## config.mk

```make
export PLATFORM = sky130hd
export DESIGN_NAME = frame_scheduler
export DESIGN_NICKNAME = d
export VERILOG_FILES = /design/src/rtl/frame_scheduler.sv
export SDC_FILE = /design/constraint.sdc
export NUM_CORES = 1
export LEC_CHECK = 0
export CAP_MARGIN = 20
export CORE_MARGIN = 10
export CORE_UTILIZATION = 52
export DETAILED_ROUTE_END_ITERATION = 7
export DONT_BUFFER_PORTS = 1
export GPL_ROUTABILITY_DRIVEN = 0
export PLACE_DENSITY = 0.74
export SYNTH_ARGS = -nofsm -noshare
export SYNTH_HDL_FRONTEND = slang
export SYNTH_SLANG_ARGS = --single-unit
```

## constraint.sdc

```tcl
create_clock -name Clk -period 2.4 [get_ports Clk]
set_input_delay 0.48 -clock Clk [delete_from_list [all_inputs] [get_ports Clk]]
set_output_delay 0.48 -clock Clk [all_outputs]
set_load 0.01 [all_outputs]
```

## src/rtl/frame_scheduler.sv

```systemverilog
// frame_scheduler: per-frame sequencer (clear, pose latch, render handshake, vblank swap)
// and sole owner of the framebuffer write port. Define FRAME_SCHEDULER_CLEAR_EN for the sky-colour clear sweep.
module frame_scheduler #(
  parameter int         SCREEN_W  = 320,
  parameter int         SCREEN_H  = 240,
  parameter logic [2:0] SKY_COLOR = 3'd1
) (
  input  logic        Clk,
  input  logic        Reset_n,
  input  logic        vblank,
  input  logic [31:0] player_pos_in,
  input  logic [9:0]  player_angle_in,
  output logic [31:0] player_pos_out,
  output logic [9:0]  player_angle_out,
  output logic        render_ack,
  input  logic        render_done,
  input  logic        r_we,
  input  logic [16:0] r_coords,
  input  logic [2:0]  r_color,
  output logic        fb_we,
  output logic [16:0] fb_coords,
  output logic [2:0]  fb_color,
  output logic        fb_back,
  output logic        fb_front,
  output logic [15:0] frame_count,
  output logic [7:0]  dropped
);

  typedef enum logic [2:0] {
    ST_CLEAR       = 3'd0,
    ST_LATCH       = 3'd1,
    ST_ACK         = 3'd2,
    ST_RENDER      = 3'd3,
    ST_WAIT_VBLANK = 3'd4
  } state_t;

`ifdef FRAME_SCHEDULER_CLEAR_EN
  localparam state_t     RESTART_STATE = ST_CLEAR;
  localparam logic [8:0] X_LAST        = 9'(SCREEN_W - 1);
  localparam logic [7:0] Y_LAST        = 8'(SCREEN_H - 1);
  logic [8:0] cx_r;
  logic [7:0] cy_r;
`else
  localparam state_t     RESTART_STATE = ST_LATCH;
`endif

  state_t      state_r;
  logic        vblank_q_r;
  logic        fb_we_r;
  logic [16:0] fb_coords_r;
  logic [2:0]  fb_color_r;
  logic        render_ack_r;
  logic        fb_front_r;
  logic [15:0] frame_count_r;
  logic [7:0]  dropped_r;
  logic [31:0] player_pos_r;
  logic [9:0]  player_angle_r;

  logic vblank_rise_s;
  logic drop_s;

  assign vblank_rise_s = vblank & ~vblank_q_r;
  // An edge only produces a swap while waiting for it; anywhere else it is a missed frame.
  assign drop_s        = vblank_rise_s && (state_r != ST_WAIT_VBLANK);

  // Frame sequencer with all outputs registered.
  always_ff @(posedge Clk or negedge Reset_n) begin
    if (!Reset_n) begin
      state_r        <= RESTART_STATE;
`ifdef FRAME_SCHEDULER_CLEAR_EN
      cx_r           <= 9'd0;
      cy_r           <= 8'd0;
`endif
      vblank_q_r     <= 1'b0;
      fb_we_r        <= 1'b0;
      fb_coords_r    <= 17'd0;
      fb_color_r     <= 3'd0;
      render_ack_r   <= 1'b0;
      fb_front_r     <= 1'b0;
      frame_count_r  <= 16'd0;
      dropped_r      <= 8'd0;
      player_pos_r   <= 32'd0;
      player_angle_r <= 10'd0;
    end else begin
      vblank_q_r   <= vblank;
      fb_we_r      <= 1'b0;
      render_ack_r <= 1'b0;
      if (drop_s && (dropped_r != 8'hFF)) begin
        dropped_r <= dropped_r + 8'd1;
      end
      case (state_r)
`ifdef FRAME_SCHEDULER_CLEAR_EN
        ST_CLEAR: begin
          fb_we_r     <= 1'b1;
          fb_coords_r <= {cx_r, cy_r};
          fb_color_r  <= SKY_COLOR;
          if (cx_r == X_LAST) begin
            cx_r <= 9'd0;
            if (cy_r == Y_LAST) begin
              cy_r    <= 8'd0;
              state_r <= ST_LATCH;
            end else begin
              cy_r <= cy_r + 8'd1;
            end
          end else begin
            cx_r <= cx_r + 9'd1;
          end
        end
`endif
        ST_LATCH: begin
          player_pos_r   <= player_pos_in;
          player_angle_r <= player_angle_in;
          state_r        <= ST_ACK;
        end
        ST_ACK: begin
          render_ack_r <= 1'b1;
          state_r      <= ST_RENDER;
        end
        ST_RENDER: begin
          fb_we_r     <= r_we;
          fb_coords_r <= r_coords;
          fb_color_r  <= r_color;
          if (render_done) begin
            state_r <= ST_WAIT_VBLANK;
          end
        end
        ST_WAIT_VBLANK: begin
          if (vblank_rise_s) begin
            fb_front_r    <= ~fb_front_r;
            frame_count_r <= frame_count_r + 16'd1;
            state_r       <= RESTART_STATE;
          end
        end
        default: begin
          state_r <= RESTART_STATE;
        end
      endcase
    end
  end

  assign player_pos_out   = player_pos_r;
  assign player_angle_out = player_angle_r;
  assign render_ack       = render_ack_r;
  assign fb_we            = fb_we_r;
  assign fb_coords        = fb_coords_r;
  assign fb_color         = fb_color_r;
  assign fb_front         = fb_front_r;
  assign fb_back          = ~fb_front_r;
  assign frame_count      = frame_count_r;
  assign dropped          = dropped_r;

endmodule
```

==> results.txt, run 1 <==
status: complete, but fails checks
violated checks: negative hold slack
Final Critical Period: 1.86 ns
global-route wire length before repair: 12400 um
final number of hold-violating endpoints: 93
clk_skew: 0.0108 ns
number of fill cells: 574
worst slew pin tran: 0.779 ns
Mean Syn Cell Area: 14.7 um2
layout cells sized above 1: 35.1%
Post-CTS Setup Bufs: 0
leakage: 1.73 nW
Yosys reg bits: 93
Fmax: 0.538 GHz
die area: 0.0110 mm2
multi-input logic area: 0.00133 mm2
initial drt markers: 38
pre-CTS setup slack: 0.530 ns
initial antenna violation count: 0
sequential area share after synthesis: 62.5%
register area: 0.00233 mm2
Cell Rows: 30
ant diodes: 0
slowest cell on the critical path: dfstp_2
Startpoint Class: flip-flop
CTS buffer count: 9
dominant synthesized flop cell: dfrtp_1
latest clock arrival within the worst-skew pair: 0.35 ns
setup TNS: 0 ns
EDFF count, synth: 0
pwr dens: 1340 mW/mm2
Initial Utilization: 54.3%
YS warnings: 0
syn_nets: 323
port bufs: 0
worst path buffer plus inverter count: 0
DRT Pass-1 Iters: 4
commonest cells in the synthesized netlist: 92 x dfrtp_1, 65 x mux2_2, 10 x xnor2_1, 9 x nand2_1, 9 x xor2_1
Worst Path Required: 2.63 ns
CP Data Arrival Time: 2.09 ns
Max clock buf depth: 2
fin cells: 358
Crit path max-delay family: simple AND/OR/NAND/NOR gates
Ports: 157
dpl cells: 342
Syn-to-layout area delta: 6.71%
area of the core: 0.00687 mm2
CP max stage delay: 0.58 ns
Peak VDD IR: 0.000704 V
Detail Route Antenna Nets: 0
DRC viols: 0
Gate Count Post-Synth: 254
DP HPWL: 6090 um
DR WL/cell: 22.4 um
reg-to-reg slack, setup: 0.54 ns
Synth area leader: dfrtp_1
CP Capture Type: flip-flop
Worst Slack Setup Final: 0.541 ns
# nets final: 326
Die X: 105 um
max-capacitance violation count: 0
relative slew slack: 47.9%
fin. max-slew vios: 0
Crit Path Category: reg -> reg
Hold Path Class: in -> async
Die Ht: 105 um
Root Driver: clkbuf_8
Final Setup Violations: 0
GRT Overall Usage: 14.1%
crit path max fanout: 20
TritonCTS clock tree: built
largest cells by area after synthesis: dfrtp_1 62%, mux2_2 20%, xnor2_1 2.3%
Synth async-reset ratio: 100%
Final Cycle Share: 77.4%
most common cell in the synthesized netlist: dfrtp_1
Vias/cell: 5.58
RSZ-0062 raised after global routing: false
cts repair resizes: 0
Post-Syn Area: 0.00373 mm2
CTS clk-pin slew, worst paths: 0.09 ns
critical path, cell by cell: and2b_1, nand2_1, mux2_2
Min Hold Slack: -0.190 ns
unique cell type count in the Yosys netlist: 40
vias post-DR: 1999
routed wire length: 8000 um
clock tree sinks: 93
largest net degree at the start of global routing: 94
global route total overflow: 0
vias in the first global route: 2142
htree depth: 3
Yosys top cell area share: 61.8%
where the power goes:
part           switching (mW)  leakage [nW]  internal, mW
clock                   0.533        0.0678         0.377
sequential              0.859          1.13          2.24
combinational           0.485         0.534         0.858
total                    1.88          1.73          3.47
layer usage:
layer | track usage, % | share of wire (%)
met5 | 0 | 0
met4 | 4.41 | 1.1
met3 | 8.11 | 13
met2 | 23.4 | 49
met1 | 14.9 | 37
cells by family after synthesis:
family,count (synthesis),share of synthesized area (%)
DFF,93,62.5
and+or+nand+nor,53,9.13
adders and majority gates,2,0.671
AOI/OAI and AO/OA,10,1.71
buffers and inverters,12,1.91
muxes,65,19.6
xor gates and xnor gates,19,4.46
cells in the final DEF (no fill, tap or decap), types with 2 or more instances in the layout:
| cell | n |
|---|---|
| a21oi_1 | 4 |
| a31oi_1 | 2 |
| and3_1 | 2 |
| and3_2 | 2 |
| clkbuf_1 | 2 |
| clkbuf_8 | 9 |
| clkinvlp_4 | 5 |
| dfrtp_1 | 92 |
| ha_1 | 2 |
| inv_1 | 3 |
| mux2_2 | 65 |
| nand2_1 | 9 |
| nand2b_1 | 2 |
| nand3_1 | 7 |
| nand4_1 | 4 |
| nor2_1 | 6 |
| nor3_1 | 4 |
| nor4_1 | 2 |
| xnor2_1 | 10 |
| xor2_1 | 9 |
state kept, by name, indices dropped and copies added (netlist names):
name and flops:
player_angle_out 10, vblank_q_r 1, render_ack 1, player_pos_out 32, state_r 3, fb_coords 17, fb_color 3, fb_we 1
frame_count 16, dropped 8, fb_front 1
cell type report:
type                            count  share of cell area (%)
Multi-Input combinational cell    149                    33.4
Tap cell                           96                    3.02
Timing Repair Buffer                1                   0.503
Clock inverter                      5                   0.944
Inverter                            3                   0.283
Sequential cell                    93                    58.5
Clock buffer                       11                    3.30
worst paths after layout:
kind,start,to,depth (start not counted)
max,state_r[0]$_DFFE_PN1P_,fb_coords[10]$_DFFE_PN0P_,3
min,Reset_n,player_angle_out[1]$_DFFE_PN0N_,0
max reg2reg,state_r[0]$_DFFE_PN1P_,fb_coords[10]$_DFFE_PN0P_,3
min reg2reg,state_r[2]$_DFFE_PN0P_,render_ack$_DFF_PN0_,1
max in group asynchronous,Reset_n,state_r[0]$_DFFE_PN1P_,0
min in group Clk,vblank,vblank_q_r$_DFF_PN0_,0
stage by stage:
step,area (um2),power [mW],utilization (%)
final,3980,5.35,57.9
after global routing,3980,5.69,57.9
after CTS,3980,5.44,57.9
after detailed placement,3810,4.53,55.4
after global placement,3810,4.44,55.4
after floorplan,3730,4.17,-
No activity file was read; power rests on OpenSTA's default activity.
==> run 2, diff against run 1 <==
--- a/config.mk
+++ b/config.mk
@@ -11,7 +11,7 @@
 export DETAILED_ROUTE_END_ITERATION = 7
 export DONT_BUFFER_PORTS = 1
 export GPL_ROUTABILITY_DRIVEN = 0
-export PLACE_DENSITY = 0.74
+export PLACE_DENSITY = 0.77
 export SYNTH_ARGS = -nofsm -noshare
 export SYNTH_HDL_FRONTEND = slang
 export SYNTH_SLANG_ARGS = --single-unit
==> constraint.sdc (replaced) <==
create_clock -name Clk -period 1.6 [get_ports Clk]
set_input_delay 0.32 -clock Clk [delete_from_list [all_inputs] [get_ports Clk]]
set_output_delay 0.32 -clock Clk [all_outputs]
set_load 0.01 [all_outputs]
==> run 2 against run 1 <==
The flow still finishes with violations (negative hold slack). Non-clock buffer count is 28 higher. Utilization is 5.4 points higher. Critical endpoint is now player_pos_out[20]$_DFFE_PN0N_. Clock skew is 0.00080 ns higher. Worst setup slack worse by 0.54 ns. Critical path depth is 1 higher. Final cell count is 7.8% higher. Largest power group unchanged. Highest routed layer unchanged. Wire length is 8.4% higher. Critical path type unchanged. Maximum frequency is 16% higher. Global-route usage is 0.54 points higher.
==> results.txt, run 2 (same netlist as run 1, synthesis figures left out) <==
status: complete, but fails checks
violated checks: negative hold slack
Final Critical Period: 1.60 ns
Initial Utilization: 54.3%
vias in the first global route: 2288
Fmax: 0.626 GHz
Vias/cell: 5.54
Startpoint Class: flip-flop
DRC viols: 0
DP HPWL: 6380 um
crit path max fanout: 10
Peak VDD IR: 0.000959 V
critical path, cell by cell: and2b_1, and2b_4, clkbuf_16, mux2_2
Detail Route Antenna Nets: 0
pwr dens: 2070 mW/mm2
number of fill cells: 521
CP startpoint: state_r[0]$_DFFE_PN1P_
final number of hold-violating endpoints: 93
most frequent cells in the layout: 91 x dfrtp_1, 51 x mux2_2, 23 x buf_4, 14 x mux2_4
Cell Rows: 30
latest clock arrival within the worst-skew pair: 0.35 ns
routed wire length: 8680 um
worst slew pin tran: 0.316 ns
RSZ-0062 raised after global routing: true
Worst Path Required: 1.84 ns
vias post-DR: 2139
Final Cycle Share: 99.8%
Syn-to-layout area delta: 16.8%
max-capacitance violation count: 0
fin cells: 386
clk_skew: 0.0116 ns
Critical Path End: player_pos_out[20]$_DFFE_PN0N_
area of the core: 0.00687 mm2
reg-to-reg slack, setup: 0.003 ns
CP Capture Type: flip-flop
leakage: 1.97 nW
Die Ht: 105 um
Final Setup Violations: 0
Max clock buf depth: 2
DP Area: 0.00399 mm2
DRT Pass-1 Iters: 5
Min Hold Slack: -0.345 ns
TritonCTS clock tree: built
Hold Path Class: in -> async
slowest cell on the critical path: dfstp_2
initial antenna violation count: 0
fin. max-slew vios: 0
relative slew slack: 78.8%
Die X: 105 um
clock tree sinks: 93
Crit Path Category: reg -> reg
most common cell after layout, fill and taps aside: dfrtp_1
ant diodes: 0
die area: 0.0110 mm2
Post-CTS Hold Buffers: 1
Worst R2R Start: state_r[0]$_DFFE_PN1P_
GRT Overall Usage: 14.6%
CP Data Arrival Time: 1.83 ns
Ports: 157
initial drt markers: 70
largest net degree at the start of global routing: 94
# nets final: 354
dpl cells: 366
r2r worst-path depth: 4
Power, Total: 9.00 mW
reg2reg end: player_pos_out[20]$_DFFE_PN0N_
CTS buffer count: 9
layout cells sized above 1: 42.8%
CTS clk-pin slew, worst paths: 0.09 ns
global route total overflow: 0
global-route wire length before repair: 12800 um
post-route cell area: 0.00435 mm2
Root Driver: clkbuf_8
CP max stage delay: 0.58 ns
htree depth: 3
port bufs: 0
max FFs per register: 32
DR WL/cell: 22.5 um
-- run 2: how the worst min path moves through the flow --
| stage | cells after the start | slack [ns] | to |
|---|---|---|---|
| 2_1_floorplan | 0 | 0.02 | dropped[0]$_DFFE_PN0P_ |
| 3_3_place_gp | 0 | 0.03 | player_pos_out[7]$_DFFE_PN0N_ |
| 3_5_place_dp | 0 | 0.03 | player_pos_out[7]$_DFFE_PN0N_ |
| 4_1_cts | 0 | -0.36 | player_pos_out[7]$_DFFE_PN0N_ |
| 5_1_grt | 0 | -0.38 | player_angle_out[4]$_DFFE_PN0N_ |
| 6_report | 0 | -0.34 | player_pos_out[7]$_DFFE_PN0N_ |
-- run 2: cell type report --
cell class | instances | area (um2) | area share (%)
Clock buffer | 10 | 138 | 3.16
Multi-Input combinational cell | 149 | 1390 | 32.0
Timing Repair Buffer | 29 | 275 | 6.33
Tap cell | 96 | 120 | 2.76
Inverter | 3 | 11.3 | 0.259
Clock inverter | 6 | 86.3 | 1.98
Sequential cell | 93 | 2330 | 53.5
-- run 2: power by group --
group / switching [mW] / total, mW / leakage (nW) / internal, mW
registers: 1.22 / 4.58 / 1.12 / 3.36
logic: 0.978 / 2.71 / 0.739 / 1.74
clock network: 0.789 / 1.71 / 0.112 / 0.920
total: 2.99 / 9.00 / 1.97 / 6.01
-- run 2: metrics by stage --
step                setup TNS (ns)  utilization, %  setup slack [ns]
floorplan                   -0.515               -           -0.0186
global placement                 0            58.1           0.00808
detailed placement          -0.698            58.1           -0.0294
CTS                         -0.849            61.5           -0.0385
global route                 -1.46            63.4           -0.0598
finish                           0            63.4           0.00328
-- run 2: what timing repair did --
action	in CTS	in global routing
endpoints found under the hold margin	94	93
setup buffers	0	0
pin swaps	1	0
endpoints found under the setup margin	43	54
gates resized for setup	0	20
cloned	0	3
-- run 2: worst max-delay path, delay by kind of cell, from the launching register on --
family                 cells  cell delay, ns
buffers and inverters      1            0.19
AND/OR/NAND/NOR            2            0.39
flip-flops                 1            0.58
multiplexers               1            0.34
-- run 2: metal layers --
layer | wire length [um] | up-vias | share of wire [%] | track usage (%)
met4 | 126 | 0 | 1.5 | 5.29
met5 | 0 | - | 0 | 0
met1 | 3260 | 1066 | 38 | 15.0
li1 | - | 955 | - | -
met3 | 1000 | 13 | 12 | 7.80
met2 | 4290 | 105 | 49 | 25.0
